==> src/rtl/instr_fetch_unit.sv <==
// instr_fetch_unit
// Instruction fetch stage for simple_cpu. Holds a writable program memory
// and walks a program counter through it, presenting each word for a fixed
// number of rising edges. Fetch stops on an all-zero HALT word or after the
// last address. The CPU sees zeros (NOP) whenever nothing is being issued.
//
// Ports:
//   clk          in   single clock, rising-edge active
//   rst          in   asynchronous, active-low reset
//   prog_we      in   program write enable (honoured in IDLE/HALT only)
//   prog_addr    in   [PC_BITS-1:0]     program write address
//   prog_data    in   [INSTR_WIDTH-1:0] program write data
//   start        in   begin a run from address 0 (level sampled)
//   stall        in   freeze the hold counter while issuing
//   abort        in   end the run, return to IDLE
//   instruction  out  [INSTR_WIDTH-1:0] word presented to the CPU
//   instr_valid  out  high while instruction carries an issued word
//   pc           out  [PC_BITS-1:0] address of the current word
//   halted       out  high in HALT
module instr_fetch_unit #(
  parameter int INSTR_WIDTH = 20,
  parameter int PC_BITS     = 5,
  parameter int HOLD_CYCLES = 3
) (
  input  logic                   clk,
  input  logic                   rst,
  input  logic                   prog_we,
  input  logic [PC_BITS-1:0]     prog_addr,
  input  logic [INSTR_WIDTH-1:0] prog_data,
  input  logic                   start,
  input  logic                   stall,
  input  logic                   abort,
  output logic [INSTR_WIDTH-1:0] instruction,
  output logic                   instr_valid,
  output logic [PC_BITS-1:0]     pc,
  output logic                   halted
);

  localparam int          DEPTH       = 2 ** PC_BITS;
  localparam logic [3:0]  HOLD_RELOAD = 4'(HOLD_CYCLES - 1);
  localparam logic [PC_BITS-1:0] PC_LAST = PC_BITS'(DEPTH - 1);

  typedef enum logic [1:0] {
    S_IDLE,
    S_FETCH,
    S_ISSUE,
    S_HALT
  } state_t;

  state_t                 state_q;
  logic [PC_BITS-1:0]     pc_q;
  logic [3:0]             cnt_q;
  logic [INSTR_WIDTH-1:0] instr_q;
  logic                   valid_q;
  logic                   halted_q;

  logic [INSTR_WIDTH-1:0] mem_q [DEPTH];

  logic [PC_BITS-1:0]     pc_inc;
  logic [INSTR_WIDTH-1:0] word_cur;
  logic [INSTR_WIDTH-1:0] word_nxt;
  logic                   mem_we;
  logic                   go;

  always_comb begin
    pc_inc   = pc_q + PC_BITS'(1);
    word_cur = mem_q[pc_q];
    word_nxt = mem_q[pc_inc];
    mem_we   = prog_we && ((state_q == S_IDLE) || (state_q == S_HALT));
    // A simultaneous program write takes precedence over start.
    go       = start && !prog_we;
  end

  // Program memory is deliberately not reset.
  always_ff @(posedge clk) begin
    if (mem_we) begin
      mem_q[prog_addr] <= prog_data;
    end
  end

  // instr_q drives the output directly, so it is zeroed whenever nothing is
  // issued; this keeps every output a plain register.
  always_ff @(posedge clk or negedge rst) begin
    if (!rst) begin
      state_q  <= S_IDLE;
      pc_q     <= '0;
      cnt_q    <= '0;
      instr_q  <= '0;
      valid_q  <= 1'b0;
      halted_q <= 1'b0;
    end else if (abort) begin
      state_q  <= S_IDLE;
      pc_q     <= '0;
      cnt_q    <= '0;
      instr_q  <= '0;
      valid_q  <= 1'b0;
      halted_q <= 1'b0;
    end else begin
      case (state_q)
        S_IDLE: begin
          if (go) begin
            state_q <= S_FETCH;
            pc_q    <= '0;
          end
        end

        S_FETCH: begin
          if (word_cur == '0) begin
            state_q  <= S_HALT;
            instr_q  <= '0;
            valid_q  <= 1'b0;
            halted_q <= 1'b1;
          end else begin
            state_q <= S_ISSUE;
            instr_q <= word_cur;
            valid_q <= 1'b1;
            cnt_q   <= HOLD_RELOAD;
          end
        end

        S_ISSUE: begin
          if (!stall) begin
            if (cnt_q != '0) begin
              cnt_q <= cnt_q - 4'd1;
            end else if (pc_q == PC_LAST) begin
              state_q  <= S_HALT;
              instr_q  <= '0;
              valid_q  <= 1'b0;
              halted_q <= 1'b1;
            end else begin
              // Prefetch the next word on the expiry edge so there is no bubble.
              pc_q <= pc_inc;
              if (word_nxt == '0) begin
                state_q  <= S_HALT;
                instr_q  <= '0;
                valid_q  <= 1'b0;
                halted_q <= 1'b1;
              end else begin
                instr_q <= word_nxt;
                cnt_q   <= HOLD_RELOAD;
              end
            end
          end
        end

        S_HALT: begin
          if (go) begin
            state_q  <= S_FETCH;
            pc_q     <= '0;
            halted_q <= 1'b0;
          end
        end

        default: begin
          state_q <= S_IDLE;
        end
      endcase
    end
  end

  assign instruction = instr_q;
  assign instr_valid = valid_q;
  assign pc          = pc_q;
  assign halted      = halted_q;

endmodule

==> config.mk <==
export PLATFORM = sky130hd
export DESIGN_NAME = instr_fetch_unit
export DESIGN_NICKNAME = d
export VERILOG_FILES = /design/src/rtl/instr_fetch_unit.sv
export SDC_FILE = /design/constraint.sdc
export NUM_CORES = 1
export LEC_CHECK = 0
export ABC_AREA = 0
export CAP_MARGIN = 10
export CORE_UTILIZATION = 25
export CTS_CLUSTER_DIAMETER = 120
export CTS_CLUSTER_SIZE = 28
export DETAILED_ROUTE_END_ITERATION = 12
export SLEW_MARGIN = 20
export SYNTH_ARGS = -nofsm -noshare
export SYNTH_HDL_FRONTEND = slang
export SYNTH_SLANG_ARGS = --single-unit
==> constraint.sdc <==
create_clock -name clk -period 3.6 [get_ports clk]
set_clock_uncertainty 0.1 [all_clocks]
set_input_delay 0.54 -clock clk [delete_from_list [all_inputs] [get_ports clk]]
set_output_delay 0.54 -clock clk [all_outputs]
set_load 0.005 [all_outputs]
==> qor.csv, run 1 <==
stage;metric;value;unit
global_routing;grt_pass1_wl;149000;um
critical_path;arrival;4140;ps
synthesis;synth-edff-count;640;
final_layout;final_cell_mix;sky130_fd_sc_hd__edfxtp_1 (640), sky130_fd_sc_hd__mux4_2 (316), sky130_fd_sc_hd__buf_4 (201);
place;place_congestion;0.894;
power;power_switching_share;31.4;%
drt;maxUsedRoutingLayer;met5;
critical_path;start_kind;flip-flop;
drt;number_of_iterations_in_the_first_detailed_routing_pass;5;
clock_network;clock_sink_count;673;
drt;via_to_cell_ratio;5.44;
drt;met3RoutedLength;12500;um
final_layout;area_growth;21.4;%
floorplan;number_of_top_level_pins;58;
power;internal_power;0.0150;W
final_layout;final_layout_size_suffix_gt1_share;36.8;%
global_routing;grt_pass1_vias;19756;
synthesis;synthDistinctLibCells;58;
critical_path;worst_r2r_startpoint;pc[1];
sta;timing.final.setup_violations;4;
power;power.leakage;11.6;nW
global_routing;grt_usage;16.3;%
place;dpl-instance-area;36200;sq um
sta;finalWorstSetupSlack;-127;ps
critical_path;timing.critical_path.from;pc[1];
critical_path;crit_family;multiplexers;
drt;dr_wl_met2;48500;um
sta;max_slew_violations;0;
drt;vias;19870;
synthesis;ys.warnings.count;0;
sta;fmaxAchievable;268;MHz
floorplan;die_h;357;um
floorplan;die_width;357;um
drt;drc;0;
synthesis;postSynthAreaPerCell;18.1;sq um
critical_path;r2r_slack;-130;ps
clock_network;tritoncts_buffer_count;28;
synthesis;syn-instance-count;1743;
worst_hold_path;worst_min_delay_path_class;in2reg;
final_layout;final_area;38200;sq um
final_layout;total_nets_final;2033;
clock_network;ctsLongestPathBuffers;3;
clock_network;clk_pin_slew_worst_paths;110;ps
floorplan;total_die_area;127000;sq um
critical_path;reg2reg_to;halted;
clock_network;clock_tree_from_tritoncts;built;
global_routing;antenna_found_initial;5;
sta;timing.final.hold_violations;0;
synthesis;synth-main-ff-cell;sky130_fd_sc_hd__edfxtp_1;
critical_path;critical_path_depth;11;
place;post-dp-hpwl;67100;um
synthesis;synth_seq_area_share;63.6;%
critical_path;cell_by_cell_listing_of_the_critical_path;buf_12 -> buf_12 -> mux4_2 -> mux4_2 -> o21a_4 -> nor4_4 -> buf_4 -> nand3_4 -> or2_4 -> a211oi_2 -> mux2_4;
critical_path;critPathMaxStageDelay;510;ps
sta;timing.final.crit_share;104;%
synthesis;postSynthRegisterBits;673;
critical_path;critical_path.n_buffers_inverters;3;
synthesis;synthesis.nets;1782;
clock_network;clock_insertion_delay_worst_skew;650;ps
critical_path;setup.worst_path.end;halted;
power;switching_power;0.00684;W
status;status;finished with violations;
place;placement.setup.worst_slack;-373;ps
drt;final_antenna_net_count;0;
global_routing;globalRouteOverflowTotal;0;
final_layout;final_common_cell;sky130_fd_sc_hd__edfxtp_1;
global_routing;grt_start_max_net_pins;34;
critical_path;worst_path_max_delay_cell;sky130_fd_sc_hd__mux4_2;
drt;drt_wl_total;107000;um
floorplan;row_count;129;
critical_path;critPathCaptureType;flip-flop;
synthesis;synth.cell_area;31500;sq um
sta;worst-slew-pin-transition;1080;ps
final_layout;final_util;30.7;%
place;place.detailed.instances;3542;
final_layout;post_layout_nonfiller_instances;3653;
floorplan;core_region;124000;sq um
drt;met1_length;42600;um
flow_run;cap_violations;0;
final_layout;antenna_cells_inserted;0;
sta;headroom_to_the_max_slew_limit;27.6;%
power;power.sequential.fraction;41.5;%
status;failed_checks;setup timing;
clock_network;cts_htree_levels;1;
synthesis;proportion_of_synthesized_flip_flops_having_asynchronous_set_or_reset;4.90;%
clock_network;buffer_cell_driving_the_clock_tree_root;sky130_fd_sc_hd__clkbuf_16;
critical_path;timing_worst_setup_path_type;reg2reg;
power;pwr-share-comb;40.2;%
sta;fin_crit;3730;ps
drt;initialDrtViolationCount;2478;
critical_path;critical_path_required;4020;ps
sta;rsz_0062_raised_after_global_routing;yes;
critical_path;critical_path_fanout_max;9;
floorplan;start_util;25.3;%
power;power_density;570;nW/um^2
power;vdd.ir_drop.worst;0.513;mV
drt;wl_per_cell;29.2;um
critical_path;worst_r2r_path_depth;11;
power;pwr-share-clk;18.3;%
place;portBuffers;57;
what timing repair did:
| action | in CTS | in global routing |
|---|---|---|
| pin swaps | 26 | 30 |
| endpoints found under the hold margin | 33 | 0 |
| buffers inserted | 32 | 19 |
| cloned | 6 | 5 |
| endpoints found under the setup margin | 14 | 14 |
| hold buffers | 1 | 0 |
| gates resized for setup | 61 | 40 |
worst min-delay path by stage:
stage / startpoint / to / slack, ps / cells after the start
4_1_cts: cnt_q[2] / cnt_q[2] / 430 / 1
5_1_grt: prog_data[9] / mem_q[0][9] / 320 / 1
3_3_place_gp: instruction[19] / instruction[19] / 390 / 1
6_report: prog_data[9] / mem_q[0][9] / 310 / 1
2_1_floorplan: rst / cnt_q[0] / 140 / 0
3_5_place_dp: instruction[19] / instruction[19] / 410 / 1
state kept, by name, indices dropped and copies added (netlist names):
signal       cells
mem_q          640
state_q          2
cnt_q            4
instr_valid      1
instruction     20
pc               5
halted           1
routing by layer:
metal | up-vias | global-route usage (%)
met4 | 6 | 3.94
met5 | - | 0
met2 | 1269 | 25.3
met3 | 172 | 3.93
met1 | 10641 | 22.9
li1 | 7782 | -
synthesized netlist by cell type (all sizes together) (2+ instances only):
library cell | instances | area [sq um]
edfxtp | 640 | 19200
mux4 | 316 | 7120
nand2 | 202 | 758
nand4 | 77 | 482
buf | 74 | 434
nor2 | 64 | 240
mux2i | 63 | 631
clkbuf | 53 | 199
dfrtp | 33 | 826
o21ai | 26 | 130
a22oi | 24 | 180
nand3 | 16 | 80.1
o2111ai | 12 | 105
inv | 10 | 37.5
a221o | 8 | 80.1
a22o | 8 | 70.1
ha | 8 | 100
nor2b | 8 | 50.1
a21oi | 7 | 35.0
mux2 | 7 | 78.8
a221oi | 6 | 52.6
o21a | 6 | 45.0
and3 | 5 | 31.3
nand2b | 5 | 31.3
nor4 | 5 | 31.3
a311oi | 4 | 35.0
a31oi | 4 | 25.0
a32o | 4 | 40.0
nand3b | 4 | 30.0
or2 | 4 | 25.0
a211oi | 3 | 27.5
and2 | 3 | 18.8
o211ai | 3 | 22.5
o22ai | 3 | 18.8
o31ai | 3 | 22.5
or3 | 3 | 18.8
xnor2 | 3 | 26.3
a21boi | 2 | 15.0
o211a | 2 | 20.0
o21bai | 2 | 15.0
or3b | 2 | 17.5
area by class of cell:
| type | count | area, sq um |
|---|---|---|
| clock buffers | 47 | 772 |
| clock inverters | 5 | 77.6 |
| fillers | 11932 | 86200 |
| inverters | 11 | 45.0 |
| multi-input cells | 932 | 11400 |
| flip-flops and latches | 673 | 20100 |
| well taps | 1637 | 2050 |
| repair buffers | 348 | 3840 |
through the flow:
step | hold slack, ps | power [W] | TNS, ps
floorplan | 144 | 0.0139 | 0
global placement | 391 | 0.0169 | -3220
detailed placement | 406 | 0.0170 | -3040
CTS | 426 | 0.0215 | -195
global route | 321 | 0.0225 | -705
finish | 309 | 0.0218 | -311
power by group through the flow:
stage	logic (W)	clock network [W]	registers, W
2_1_floorplan	0.00487	0	0.00906
3_3_place_gp	0.00771	0	0.00920
3_5_place_dp	0.00776	0	0.00921
4_1_cts	0.00838	0.00408	0.00903
5_1_grt	0.00917	0.00428	0.00906
6_report	0.00876	0.00399	0.00904
cell families (layout without fill, tap and decap cells):
family                   after synthesis  count (layout)  share of synthesized area, %
flip-flops                           673             673                          63.6
AND/OR/NAND/NOR                      401             401                          5.85
multiplexers                         386             386                          24.8
buffers and inverters                138             411                          2.14
AO/OA/AOI/OAI                        133             133                          3.14
adder cells (fa/ha/maj)                8               8                         0.318
XOR/XNOR                               4               4                         0.111
Note: power is estimated with default switching activity, not from simulation.
==> inputs of run 2 (changes only) <==
--- a/config.mk
+++ b/config.mk
@@ -7,6 +7,7 @@
 export LEC_CHECK = 0
 export ABC_AREA = 0
 export CAP_MARGIN = 10
+export CORE_MARGIN = 1
 export CORE_UTILIZATION = 25
 export CTS_CLUSTER_DIAMETER = 120
 export CTS_CLUSTER_SIZE = 28
==> results of run 2 <==
Same layout as run 1: the final DEF is identical, and so are final timing and power.
